[src/rtl/arb_pkg.sv]
// Shared types and mode encodings for the RC4/Sobel memory-port arbiter.
package arb_pkg;

    typedef enum logic [1:0] {
        IDLE   = 2'd0,
        ACCESS = 2'd1,
        RESP   = 2'd2
    } arb_state_t;

    typedef enum logic {
        RC4 = 1'b0,
        SOB = 1'b1
    } req_id_t;

    localparam logic [1:0] MODE_IDLE  = 2'b00;
    localparam logic [1:0] MODE_READ  = 2'b01;
    localparam logic [1:0] MODE_WRITE = 2'b10;

    function automatic logic mode_valid(input logic [1:0] mode);
        return (mode == MODE_READ) || (mode == MODE_WRITE);
    endfunction

endpackage

[src/rtl/mem_bus_arbiter_if.sv]
// Bus bundle for mem_bus_arbiter: both requester ports plus the memory port.
// master = arbiter view, slave = requesters and memory wrapper.
interface mem_bus_arbiter_if #(
    parameter int ADDR_W = 20,
    parameter int DATA_W = 32
);
    logic [1:0]        rc4_mode_i;
    logic [ADDR_W-1:0] rc4_addr_i;
    logic [DATA_W-1:0] rc4_wdata_i;
    logic [DATA_W-1:0] rc4_rdata_o;
    logic              rc4_dfb_o;

    logic [1:0]        sob_mode_i;
    logic [ADDR_W-1:0] sob_addr_i;
    logic [DATA_W-1:0] sob_wdata_i;
    logic [DATA_W-1:0] sob_rdata_o;
    logic              sob_dfb_o;

    logic              mem_read_o;
    logic              mem_write_o;
    logic [ADDR_W-1:0] mem_addr_o;
    logic [DATA_W-1:0] mem_wdata_o;
    logic [DATA_W-1:0] mem_rdata_i;
    logic              mem_ack_i;

    modport master (
        input  rc4_mode_i, rc4_addr_i, rc4_wdata_i,
        output rc4_rdata_o, rc4_dfb_o,
        input  sob_mode_i, sob_addr_i, sob_wdata_i,
        output sob_rdata_o, sob_dfb_o,
        output mem_read_o, mem_write_o, mem_addr_o, mem_wdata_o,
        input  mem_rdata_i, mem_ack_i
    );

    modport slave (
        output rc4_mode_i, rc4_addr_i, rc4_wdata_i,
        input  rc4_rdata_o, rc4_dfb_o,
        output sob_mode_i, sob_addr_i, sob_wdata_i,
        input  sob_rdata_o, sob_dfb_o,
        input  mem_read_o, mem_write_o, mem_addr_o, mem_wdata_o,
        output mem_rdata_i, mem_ack_i
    );

endinterface

[src/rtl/arb_req_capture.sv]
// One-deep request latch for a single requester: holds the pending flag and
// the captured mode/addr/wdata until the arbiter signals completion via dfb.
module arb_req_capture
    import arb_pkg::*;
#(
    parameter int ADDR_W = 20,
    parameter int DATA_W = 32
) (
    input  logic              clk,
    input  logic              n_rst_i,
    input  logic [1:0]        mode_i,
    input  logic [ADDR_W-1:0] addr_i,
    input  logic [DATA_W-1:0] wdata_i,
    input  logic              dfb_i,
    output logic              pending_o,
    output logic [1:0]        mode_o,
    output logic [ADDR_W-1:0] addr_o,
    output logic [DATA_W-1:0] wdata_o
);

    logic              pending_q, pending_d;
    logic [1:0]        mode_q, mode_d;
    logic [ADDR_W-1:0] addr_q, addr_d;
    logic [DATA_W-1:0] wdata_q, wdata_d;

    // A requester may still be presenting its mode during its own dfb cycle;
    // capture is blocked then so the finished access is not re-queued.
    always_comb begin
        pending_d = pending_q;
        mode_d    = mode_q;
        addr_d    = addr_q;
        wdata_d   = wdata_q;
        if (dfb_i) begin
            pending_d = 1'b0;
        end else if (!pending_q && mode_valid(mode_i)) begin
            pending_d = 1'b1;
            mode_d    = mode_i;
            addr_d    = addr_i;
            wdata_d   = wdata_i;
        end
    end

    always_ff @(posedge clk or negedge n_rst_i) begin
        if (!n_rst_i) begin
            pending_q <= 1'b0;
            mode_q    <= MODE_IDLE;
            addr_q    <= '0;
            wdata_q   <= '0;
        end else begin
            pending_q <= pending_d;
            mode_q    <= mode_d;
            addr_q    <= addr_d;
            wdata_q   <= wdata_d;
        end
    end

    assign pending_o = pending_q;
    assign mode_o    = mode_q;
    assign addr_o    = addr_q;
    assign wdata_o   = wdata_q;

endmodule

[src/rtl/mem_bus_arbiter.sv]
// Round-robin arbiter sharing the external memory port between RC4 and Sobel.
// Build option ARB_TIMEOUT_EN adds an ACCESS timeout that aborts with err_o.
//
// state  | meaning
// IDLE   | no access in flight; pick a pending requester
// ACCESS | strobe driven from the granted latch, waiting for mem_ack_i
// RESP   | one-cycle dfb to the granted requester
module mem_bus_arbiter
    import arb_pkg::*;
#(
    parameter int ADDR_W         = 20,
    parameter int DATA_W         = 32,
    parameter int TIMEOUT_CYCLES = 255
) (
    input  logic                clk,
    input  logic                n_rst_i,
    mem_bus_arbiter_if.master   bus,
    output logic                busy_o,
    output logic                err_o
);

    logic              rc4_pend, sob_pend;
    logic [1:0]        rc4_mode, sob_mode;
    logic [ADDR_W-1:0] rc4_addr, sob_addr;
    logic [DATA_W-1:0] rc4_wdata, sob_wdata;
    logic              rc4_dfb, sob_dfb;

    arb_state_t        state_q, state_d;
    req_id_t           grant_q, grant_d;
    req_id_t           last_grant_q, last_grant_d;
    logic [DATA_W-1:0] rc4_rdata_q, rc4_rdata_d;
    logic [DATA_W-1:0] sob_rdata_q, sob_rdata_d;

    logic [1:0]        g_mode;
    logic [ADDR_W-1:0] g_addr;
    logic [DATA_W-1:0] g_wdata;

    arb_req_capture #(.ADDR_W(ADDR_W), .DATA_W(DATA_W)) u_cap_rc4 (
        .clk       (clk),
        .n_rst_i   (n_rst_i),
        .mode_i    (bus.rc4_mode_i),
        .addr_i    (bus.rc4_addr_i),
        .wdata_i   (bus.rc4_wdata_i),
        .dfb_i     (rc4_dfb),
        .pending_o (rc4_pend),
        .mode_o    (rc4_mode),
        .addr_o    (rc4_addr),
        .wdata_o   (rc4_wdata)
    );

    arb_req_capture #(.ADDR_W(ADDR_W), .DATA_W(DATA_W)) u_cap_sob (
        .clk       (clk),
        .n_rst_i   (n_rst_i),
        .mode_i    (bus.sob_mode_i),
        .addr_i    (bus.sob_addr_i),
        .wdata_i   (bus.sob_wdata_i),
        .dfb_i     (sob_dfb),
        .pending_o (sob_pend),
        .mode_o    (sob_mode),
        .addr_o    (sob_addr),
        .wdata_o   (sob_wdata)
    );

    assign g_mode  = (grant_q == RC4) ? rc4_mode  : sob_mode;
    assign g_addr  = (grant_q == RC4) ? rc4_addr  : sob_addr;
    assign g_wdata = (grant_q == RC4) ? rc4_wdata : sob_wdata;

`ifdef ARB_TIMEOUT_EN
    localparam int CNT_W = ($clog2(TIMEOUT_CYCLES + 1) > 8) ? $clog2(TIMEOUT_CYCLES + 1) : 8;
    logic [CNT_W-1:0] tmo_cnt_q, tmo_cnt_d;
    logic             abort_q, abort_d;
`endif

    always_comb begin
        state_d      = state_q;
        grant_d      = grant_q;
        last_grant_d = last_grant_q;
        rc4_rdata_d  = rc4_rdata_q;
        sob_rdata_d  = sob_rdata_q;
`ifdef ARB_TIMEOUT_EN
        tmo_cnt_d    = tmo_cnt_q;
        abort_d      = abort_q;
`endif
        unique case (state_q)
            IDLE: begin
`ifdef ARB_TIMEOUT_EN
                tmo_cnt_d = '0;
                abort_d   = 1'b0;
`endif
                // last_grant only moves on a tie; lone grants leave the rotation alone.
                if (rc4_pend && sob_pend) begin
                    grant_d      = (last_grant_q == RC4) ? SOB : RC4;
                    last_grant_d = grant_d;
                    state_d      = ACCESS;
                end else if (rc4_pend) begin
                    grant_d = RC4;
                    state_d = ACCESS;
                end else if (sob_pend) begin
                    grant_d = SOB;
                    state_d = ACCESS;
                end
            end
            ACCESS: begin
                if (bus.mem_ack_i) begin
                    if (g_mode == MODE_READ) begin
                        if (grant_q == RC4) rc4_rdata_d = bus.mem_rdata_i;
                        else                sob_rdata_d = bus.mem_rdata_i;
                    end
                    state_d = RESP;
                end
`ifdef ARB_TIMEOUT_EN
                else if (tmo_cnt_q == CNT_W'(TIMEOUT_CYCLES - 1)) begin
                    if (grant_q == RC4) rc4_rdata_d = '0;
                    else                sob_rdata_d = '0;
                    abort_d = 1'b1;
                    state_d = RESP;
                end else begin
                    tmo_cnt_d = tmo_cnt_q + CNT_W'(1);
                end
`endif
            end
            RESP:    state_d = IDLE;
            default: state_d = IDLE;
        endcase
    end

    always_ff @(posedge clk or negedge n_rst_i) begin
        if (!n_rst_i) begin
            state_q      <= IDLE;
            grant_q      <= RC4;
            last_grant_q <= SOB;
            rc4_rdata_q  <= '0;
            sob_rdata_q  <= '0;
        end else begin
            state_q      <= state_d;
            grant_q      <= grant_d;
            last_grant_q <= last_grant_d;
            rc4_rdata_q  <= rc4_rdata_d;
            sob_rdata_q  <= sob_rdata_d;
        end
    end

`ifdef ARB_TIMEOUT_EN
    always_ff @(posedge clk or negedge n_rst_i) begin
        if (!n_rst_i) begin
            tmo_cnt_q <= '0;
            abort_q   <= 1'b0;
        end else begin
            tmo_cnt_q <= tmo_cnt_d;
            abort_q   <= abort_d;
        end
    end

    assign err_o = (state_q == RESP) && abort_q;
`else
    logic unused_tmo_cfg;
    assign unused_tmo_cfg = (TIMEOUT_CYCLES == 0);
    assign err_o = 1'b0;
`endif

    // Strobes and dfb decode straight from state so a reset drops them immediately.
    always_comb begin
        bus.mem_read_o  = 1'b0;
        bus.mem_write_o = 1'b0;
        bus.mem_addr_o  = '0;
        bus.mem_wdata_o = '0;
        if (state_q == ACCESS) begin
            bus.mem_read_o  = (g_mode == MODE_READ);
            bus.mem_write_o = (g_mode == MODE_WRITE);
            bus.mem_addr_o  = g_addr;
            bus.mem_wdata_o = g_wdata;
        end
    end

    assign rc4_dfb         = (state_q == RESP) && (grant_q == RC4);
    assign sob_dfb         = (state_q == RESP) && (grant_q == SOB);
    assign bus.rc4_dfb_o   = rc4_dfb;
    assign bus.sob_dfb_o   = sob_dfb;
    assign bus.rc4_rdata_o = rc4_rdata_q;
    assign bus.sob_rdata_o = sob_rdata_q;
    assign busy_o          = (state_q != IDLE);

endmodule

[src/flat_wrapper.sv]
// flat-port wrapper written by rule: the top's interface ports become plain ports
module mem_bus_arbiter_flat import arb_pkg::*;
#(
    parameter int ADDR_W         = 20,
    parameter int DATA_W         = 32,
    parameter int TIMEOUT_CYCLES = 255
)
  (clk, n_rst_i, busy_o, err_o, bus_rc4_mode_i, bus_rc4_addr_i, bus_rc4_wdata_i, bus_rc4_rdata_o, bus_rc4_dfb_o, bus_sob_mode_i, bus_sob_addr_i, bus_sob_wdata_i, bus_sob_rdata_o, bus_sob_dfb_o, bus_mem_read_o, bus_mem_write_o, bus_mem_addr_o, bus_mem_wdata_o, bus_mem_rdata_i, bus_mem_ack_i);
  mem_bus_arbiter_if #(.ADDR_W(ADDR_W), .DATA_W(DATA_W)) bus_i ();
  input  logic clk;
  input  logic n_rst_i;
  output logic busy_o;
  output logic err_o;
  input wire logic [$bits(bus_i.rc4_mode_i)-1:0] bus_rc4_mode_i;
  input wire logic [$bits(bus_i.rc4_addr_i)-1:0] bus_rc4_addr_i;
  input wire logic [$bits(bus_i.rc4_wdata_i)-1:0] bus_rc4_wdata_i;
  output wire logic [$bits(bus_i.rc4_rdata_o)-1:0] bus_rc4_rdata_o;
  output wire logic [$bits(bus_i.rc4_dfb_o)-1:0] bus_rc4_dfb_o;
  input wire logic [$bits(bus_i.sob_mode_i)-1:0] bus_sob_mode_i;
  input wire logic [$bits(bus_i.sob_addr_i)-1:0] bus_sob_addr_i;
  input wire logic [$bits(bus_i.sob_wdata_i)-1:0] bus_sob_wdata_i;
  output wire logic [$bits(bus_i.sob_rdata_o)-1:0] bus_sob_rdata_o;
  output wire logic [$bits(bus_i.sob_dfb_o)-1:0] bus_sob_dfb_o;
  output wire logic [$bits(bus_i.mem_read_o)-1:0] bus_mem_read_o;
  output wire logic [$bits(bus_i.mem_write_o)-1:0] bus_mem_write_o;
  output wire logic [$bits(bus_i.mem_addr_o)-1:0] bus_mem_addr_o;
  output wire logic [$bits(bus_i.mem_wdata_o)-1:0] bus_mem_wdata_o;
  input wire logic [$bits(bus_i.mem_rdata_i)-1:0] bus_mem_rdata_i;
  input wire logic [$bits(bus_i.mem_ack_i)-1:0] bus_mem_ack_i;
  assign bus_i.rc4_mode_i = bus_rc4_mode_i;
  assign bus_i.rc4_addr_i = bus_rc4_addr_i;
  assign bus_i.rc4_wdata_i = bus_rc4_wdata_i;
  assign bus_rc4_rdata_o = bus_i.rc4_rdata_o;
  assign bus_rc4_dfb_o = bus_i.rc4_dfb_o;
  assign bus_i.sob_mode_i = bus_sob_mode_i;
  assign bus_i.sob_addr_i = bus_sob_addr_i;
  assign bus_i.sob_wdata_i = bus_sob_wdata_i;
  assign bus_sob_rdata_o = bus_i.sob_rdata_o;
  assign bus_sob_dfb_o = bus_i.sob_dfb_o;
  assign bus_mem_read_o = bus_i.mem_read_o;
  assign bus_mem_write_o = bus_i.mem_write_o;
  assign bus_mem_addr_o = bus_i.mem_addr_o;
  assign bus_mem_wdata_o = bus_i.mem_wdata_o;
  assign bus_i.mem_rdata_i = bus_mem_rdata_i;
  assign bus_i.mem_ack_i = bus_mem_ack_i;
  mem_bus_arbiter #(.ADDR_W(ADDR_W), .DATA_W(DATA_W), .TIMEOUT_CYCLES(TIMEOUT_CYCLES)) u_core (.clk(clk), .n_rst_i(n_rst_i), .bus(bus_i), .busy_o(busy_o), .err_o(err_o));
endmodule
[config.mk]
export PLATFORM = sky130hd
export DESIGN_NAME = mem_bus_arbiter_flat
export DESIGN_NICKNAME = d
export VERILOG_FILES = /design/src/rtl/arb_pkg.sv /design/src/rtl/mem_bus_arbiter_if.sv /design/src/rtl/arb_req_capture.sv /design/src/rtl/mem_bus_arbiter.sv /design/src/flat_wrapper.sv
export SDC_FILE = /design/constraint.sdc
export NUM_CORES = 1
export LEC_CHECK = 0
export BUFFER_PORTS_ARGS = -buffer_cell sky130_fd_sc_hd__buf_2
export CAP_MARGIN = 20
export CORE_MARGIN = 2
export CORE_UTILIZATION = 54
export DETAILED_ROUTE_END_ITERATION = 6
export GPL_ROUTABILITY_DRIVEN = 0
export HOLD_SLACK_MARGIN = 0.02
export PLACE_DENSITY = 0.85
export SLEW_MARGIN = 15
export SYNTH_ARGS = -nofsm -noshare
export SYNTH_HDL_FRONTEND = slang
export SYNTH_SLANG_ARGS = --single-unit
export TNS_END_PERCENT = 50
[constraint.sdc]
create_clock -name clk -period 3.9 [get_ports clk]
set_input_delay 0.78 -clock clk [delete_from_list [all_inputs] [get_ports clk]]
set_output_delay 0.78 -clock clk [all_outputs]
set_load 0.01 [all_outputs]
=== After elaboration in Yosys (flattened, before gate mapping) ===
Cells that the tools add are included.

* Register bits: 178
* Logic and storage cells: 67
* Bits of input ports: 143
* Output and inout port bits: 122

* Bitwise gates (word level): 3
* Reductions and logical operators: 21
* Equality and inequality tests: 10
* Mux-type cells: 20

{| class="wikitable"
|+ Operators with widths
! cell !! count
|-
| $mux 32 || 2
|-
| $mux 20 || 2
|-
| $mux 1 || 10
|-
| $mux 2 || 5
|-
| $reduce_and 2->1 || 5
|-
| $eq 2x1->1 const B || 4
|-
| $eq 2x2->1 const B || 4
|-
| $reduce_and 4->1 || 2
|-
| $reduce_bool 2->1 || 3
|-
| $logic_and 1x1->1 || 5
|-
| $ne 4x3->1 const B || 1
|-
| $pmux 2 s2 || 1
|-
| $not 1->1 || 3
|-
| $reduce_bool 3->1 || 1
|-
| $logic_not 1->1 || 2
|-
| $logic_not 2->1 || 1
|-
| $logic_or 1x1->1 || 2
|-
| $ne 2x2->1 const B || 1
|}

=== Longest topological paths before layout ===
* Depth in word-level cells: 5
* Mapped depth: 5
* Gate-level depth less buffers: 3

=== Cells and area by module ===
Synthesis repeated with hierarchy kept, for this count alone.

* Cells, all modules: 527
* Area, all modules: 8042.7 um2

{| class="wikitable"
|+ By module, submodules not included
! module !! times used !! cells an instance !! sequential area each (um2) !! area each (um2)
|-
| arb_req_capture || 2 || 123 || 1376.3 || 2269.7
|-
| mem_bus_arbiter || 1 || 281 || 1702.9 || 3503.4
|}

=== Worst setup path before layout ===
OpenSTA, ideal clock, no wires.

* Kind: reg2out
* From: register u_core.grant_q
* To: output port bus_mem_write_o
* Stages on the path, launching flop included: 5
* Arrival time: 1306 ps
* Path slack: 1814 ps
* Path buffers: 2
* Required time: 3120 ps
* Path through: dfrtp_1 buf_1 buf_2 a32oi_1 nor2_1

* Word-level cells in the longest chain between the ends: 3

{| class="wikitable"
|+ RTL lines
! item !! line !! RTL
|-
| start, declared || mem_bus_arbiter.sv:29 || <nowiki>req_id_t grant_q, grant_d;</nowiki>
|-
| start signal, assigned || mem_bus_arbiter.sv:136 || <nowiki>grant_q <= grant_d;</nowiki>
|-
| $mux 2 || mem_bus_arbiter.sv:64 || <nowiki>assign g_mode = (grant_q == RC4) ? rc4_mode : sob_mode;</nowiki>
|-
| $eq 2x2->1 || mem_bus_arbiter.sv:169 || <nowiki>bus.mem_write_o = (g_mode == MODE_WRITE);</nowiki>
|-
| $mux 1 || mem_bus_arbiter.sv:167 || <nowiki>if (state_q == ACCESS) begin</nowiki>
|-
| end, declared || flat_wrapper.sv:25 || <nowiki>output wire logic [$bits(bus_i.mem_write_o)-1:0] bus_mem_write_o;</nowiki>
|}

Every way passes these cells.

=== Final worst setup path ===
* From: register u_core.grant_q
* To: output port bus_mem_wdata_o[16]

* Word-level cells in the longest chain between the ends: 2

{| class="wikitable"
|+ RTL lines
! item !! line !! RTL
|-
| $mux 32 || mem_bus_arbiter.sv:66 || <nowiki>assign g_wdata = (grant_q == RC4) ? rc4_wdata : sob_wdata;</nowiki>
|-
| $mux 32 || mem_bus_arbiter.sv:167 ||
|-
| end, declared || flat_wrapper.sv:27 || <nowiki>output wire logic [$bits(bus_i.mem_wdata_o)-1:0] bus_mem_wdata_o;</nowiki>
|}

Every way passes these cells.

==> run_results.csv <==
group,metric,value,unit
clock_tree,cts_hold_buffers,0,
clock_tree,numCtsBuffers,17,
job,cap_violations,0,
sta,finalSetupViolations,0,
power_and_ir_drop,p_comb_share,29.3,%
floorplan,die_x,123,µm
place,place_ws,1.22,ns
power_and_ir_drop,seq_power_share,44.8,%
yosys,ys_ff_latch,178,
worst_setup_path,slowest_delay,0.85,ns
layout,drive_gt1_share,55.6,%
worst_setup_path,critPathKind,"flip-flop to output port",
floorplan,die-area,15100,µm²
clock_tree,numClockSinks,178,
global_route,grt-ovfl-total,0,
clock_tree,clockRootBuffer,"clkbuf_16",
worst_setup_path,required,3.12,ns
clock_tree,clk_latency,0.42,ns
yosys,syn-num-nets,672,
layout,area_growth,26.7,%
worst_setup_path,endpoint_kind,"output port",
layout,fin_cells,979,
global_route,antenna_found_initial,0,
drt,vias,5197,
yosys,syn_inst,529,
power_and_ir_drop,ir_drop,0.437,mV
yosys,synthTopCellsByArea,"dfrtp_1 (58%), mux2_2 (15%), mux2i_1 (6.8%), mux2_4 (5.9%), mux2_1 (4.9%)",
floorplan,die_h,123,µm
drt,wire_per_inst,18.4,µm
yosys,yosysTopAreaCellShare,57.9,%
drt,dr.pass1.iters,4,
yosys,syn_area,7650,µm²
yosys,synth_top_cell_by_area,"dfrtp_1",
drt,route.detailed.drc,0,
layout,ff_latch_area,4460,µm²
clock_tree,clk_path_buf_depth,2,
power_and_ir_drop,clkPwrFrac,25.9,%
drt,drtIter0Drc,240,
layout,postLayoutCoreUtil,69.8,%
layout,fillers,974,
floorplan,io_pins,265,
clock_tree,clkTransAtPathRegs,0.06,ns
global_route,grt_pass1_vias,5601,
worst_hold_path,hp-class,"input pin to asynchronous set/reset pin",
drt,routed_wl,18.0,mm
global_route,grt_usage,24.3,%
clock_tree,cts_tree,"built",
sta,hold_violations,0,
clock_tree,ctsResizeCount,0,
sta,finalMaxSlewViolations,0,
sta,post-route-min-period,3.02,ns
status,status,"finished clean",
layout,diodes,0,
sta,max_freq,331,MHz
yosys,ys_seq_area_share,58.2,%
place,dp_cells,947,
layout,nets,929,
clock_tree,cts_setup_buffers,0,
clock_tree,htreeDepth,4,
sta,timing.setup.tns,0,ns
worst_setup_path,arrival,2.24,ns
worst_setup_path,critPathLaunchType,"flip-flop",
sta,finalCritPeriodShare,77.4,%
yosys,yosysWarnings,0,
power_and_ir_drop,p_int,0.00447,W
power_and_ir_drop,p_switching,0.00200,W
floorplan,core-area,13900,µm²
layout,multi_input_area,3010,µm²
worst_setup_path,critical_path.cell_chain,"buf_4 -> mux2i_1 -> nor2_1 -> buf_2",
power_and_ir_drop,p_leak,5.02,nW
drt,ant_nets,0,
yosys,syn_avg_cell_area,14.5,µm²
power_and_ir_drop,p_sw_share,31.0,%
global_route,grt_max_degree,103,
drt,viasPerCell,5.31,
sta,rsz0062_at_grt,"no",
floorplan,start_util,55.1,%
yosys,yosysUniqueCellTypes,35,
worst_setup_path,worstPathMaxFanout,39,
worst_setup_path,crit_buf_inv,2,
sta,setup_slack,0.883,ns
sta,fin_skew,0.0116,ns
power_and_ir_drop,powerDensity,668,nW/µm²
floorplan,rows,43,
place,portBuffers,263,
sta,tightestPinTransition,1.07,ns
worst_setup_path,cp_slowest_cell,"dfrtp_4",
worst_setup_path,critical-path-top-delay-family,"flip-flops",
sta,relSlewSlack,28.9,%
global_route,grt_pass1_wl,27.9,mm
power_and_ir_drop,p_total,0.00647,W
place,dp_hpwl,12.4,mm
## cells by family (layout without fill, tap and decap cells)
logic type      after synthesis  count (layout)  synth area share, %
flops                       178             178                 58.2
mux                         220             220                 33.0
xor+xnor                      3               3                0.344
compound gates               12              12                 1.19
other cells                   1               1               0.0490
buf+inv                      40             310                 2.62
simple gates                 75              75                 4.55
## final cells by class
type	count	share of cell area, %
inverter	7	0.271
tap	180	2.32
timing repair buffer	271	14.4
clock buffer	20	4.61
sequential	178	46.0
multi-input combinational	311	31.0
clock inverter	12	1.36
## cells in the final DEF, fill, tap and decap left out, types with 2 or more instances in the layout
master / Yosys / final
clkbuf_16: 0 / 17
o31ai_1: 2 / 2
mux2_2: 105 / 105
inv_1: 7 / 7
clkinvlp_4: 0 / 4
xnor2_1: 2 / 2
mux2_1: 33 / 33
buf_2: 19 / 262
buf_4: 1 / 7
bufinv_16: 0 / 2
nor3b_1: 2 / 2
nand3b_1: 3 / 3
mux2i_1: 52 / 52
nor3_4: 1 / 2
inv_6: 0 / 2
clkinv_2: 0 / 3
nor2_1: 56 / 56
a21oi_1: 3 / 3
mux2_4: 30 / 30
nand2_1: 4 / 4
clkbuf_1: 7 / 2
dfrtp_1: 177 / 176
o221ai_1: 2 / 2
a2bb2oi_1: 2 / 2
## metrics by stage
stage	hold slack, ns	cell area [µm²]
after floorplan	0.445	7650
after global placement	0.465	9110
after detailed placement	0.477	9110
after CTS	0.492	9690
after global routing	0.499	9690
final	0.439	9690
## power by group through the flow
stage          Combinational (W)  Clock, W  Sequential [W]
3_3_place_gp             0.00183         0         0.00287
6_report                 0.00190   0.00168         0.00290
4_1_cts                  0.00192   0.00171         0.00290
5_1_grt                  0.00208   0.00180         0.00298
2_1_floorplan            0.00137         0         0.00274
3_5_place_dp             0.00191         0         0.00293
## cell usage after synthesis (all sizes together)
library cell / instances
mux2: 168
a32o: 1
or3: 1
or3b: 1
nand3b: 3
o221ai: 2
xor2: 1
and3b: 1
nor3: 4
dfstp: 1
mux2i: 52
inv: 7
nor2: 56
dfrtp: 177
nand2: 4
nand2b: 1
clkbuf: 7
buf: 26
conb: 1
xnor2: 2
and3: 1
a21oi: 3
a2bb2oi: 2
a32oi: 1
nor3b: 3
a211oi: 1
o31ai: 2
## sequential cells by signal, summed over array words and instances (netlist names)
signal,cells
u_core.u_cap_sob.pending_o,1
u_core.bus.rc4_rdata_o,32
u_core.state_q,2
u_core.u_cap_sob.addr_o,20
u_core.u_cap_sob.wdata_o,32
u_core.u_cap_sob.mode_o,2
u_core.u_cap_rc4.mode_o,2
u_core.grant_q,1
u_core.u_cap_rc4.wdata_o,32
u_core.u_cap_rc4.addr_o,20
u_core.last_grant_q,1
u_core.u_cap_rc4.pending_o,1
u_core.bus.sob_rdata_o,32
## final timing paths
path                            cells past startpoint                          to                 startpoint  slack (ns)
worst max-delay path                                4         bus_mem_wdata_o[16]             u_core.grant_q        0.88
worst min-delay path                                1  u_core.bus.sob_rdata_o[29]                    n_rst_i        0.44
worst max register to register                      3  u_core.bus.rc4_rdata_o[16]             u_core.grant_q        1.23
worst min register to register                      1   u_core.bus.sob_rdata_o[6]  u_core.bus.sob_rdata_o[6]        0.49
max in group asynchronous                           2         u_core.last_grant_q                    n_rst_i        2.54
min in group clk                                    1   u_core.bus.sob_rdata_o[6]  u_core.bus.sob_rdata_o[6]        0.49
## metal layers
| layer | GRT usage (%) | vias up | share of wire [%] |
|---|---|---|---|
| li1 | - | 2359 | - |
| met1 | 28.0 | 2614 | 39 |
| met2 | 41.2 | 204 | 50 |
| met3 | 8.95 | 20 | 9.1 |
| met4 | 9.59 | 0 | 1.7 |
| met5 | 0 | - | 0 |
No activity file was read; power rests on OpenSTA's default activity.
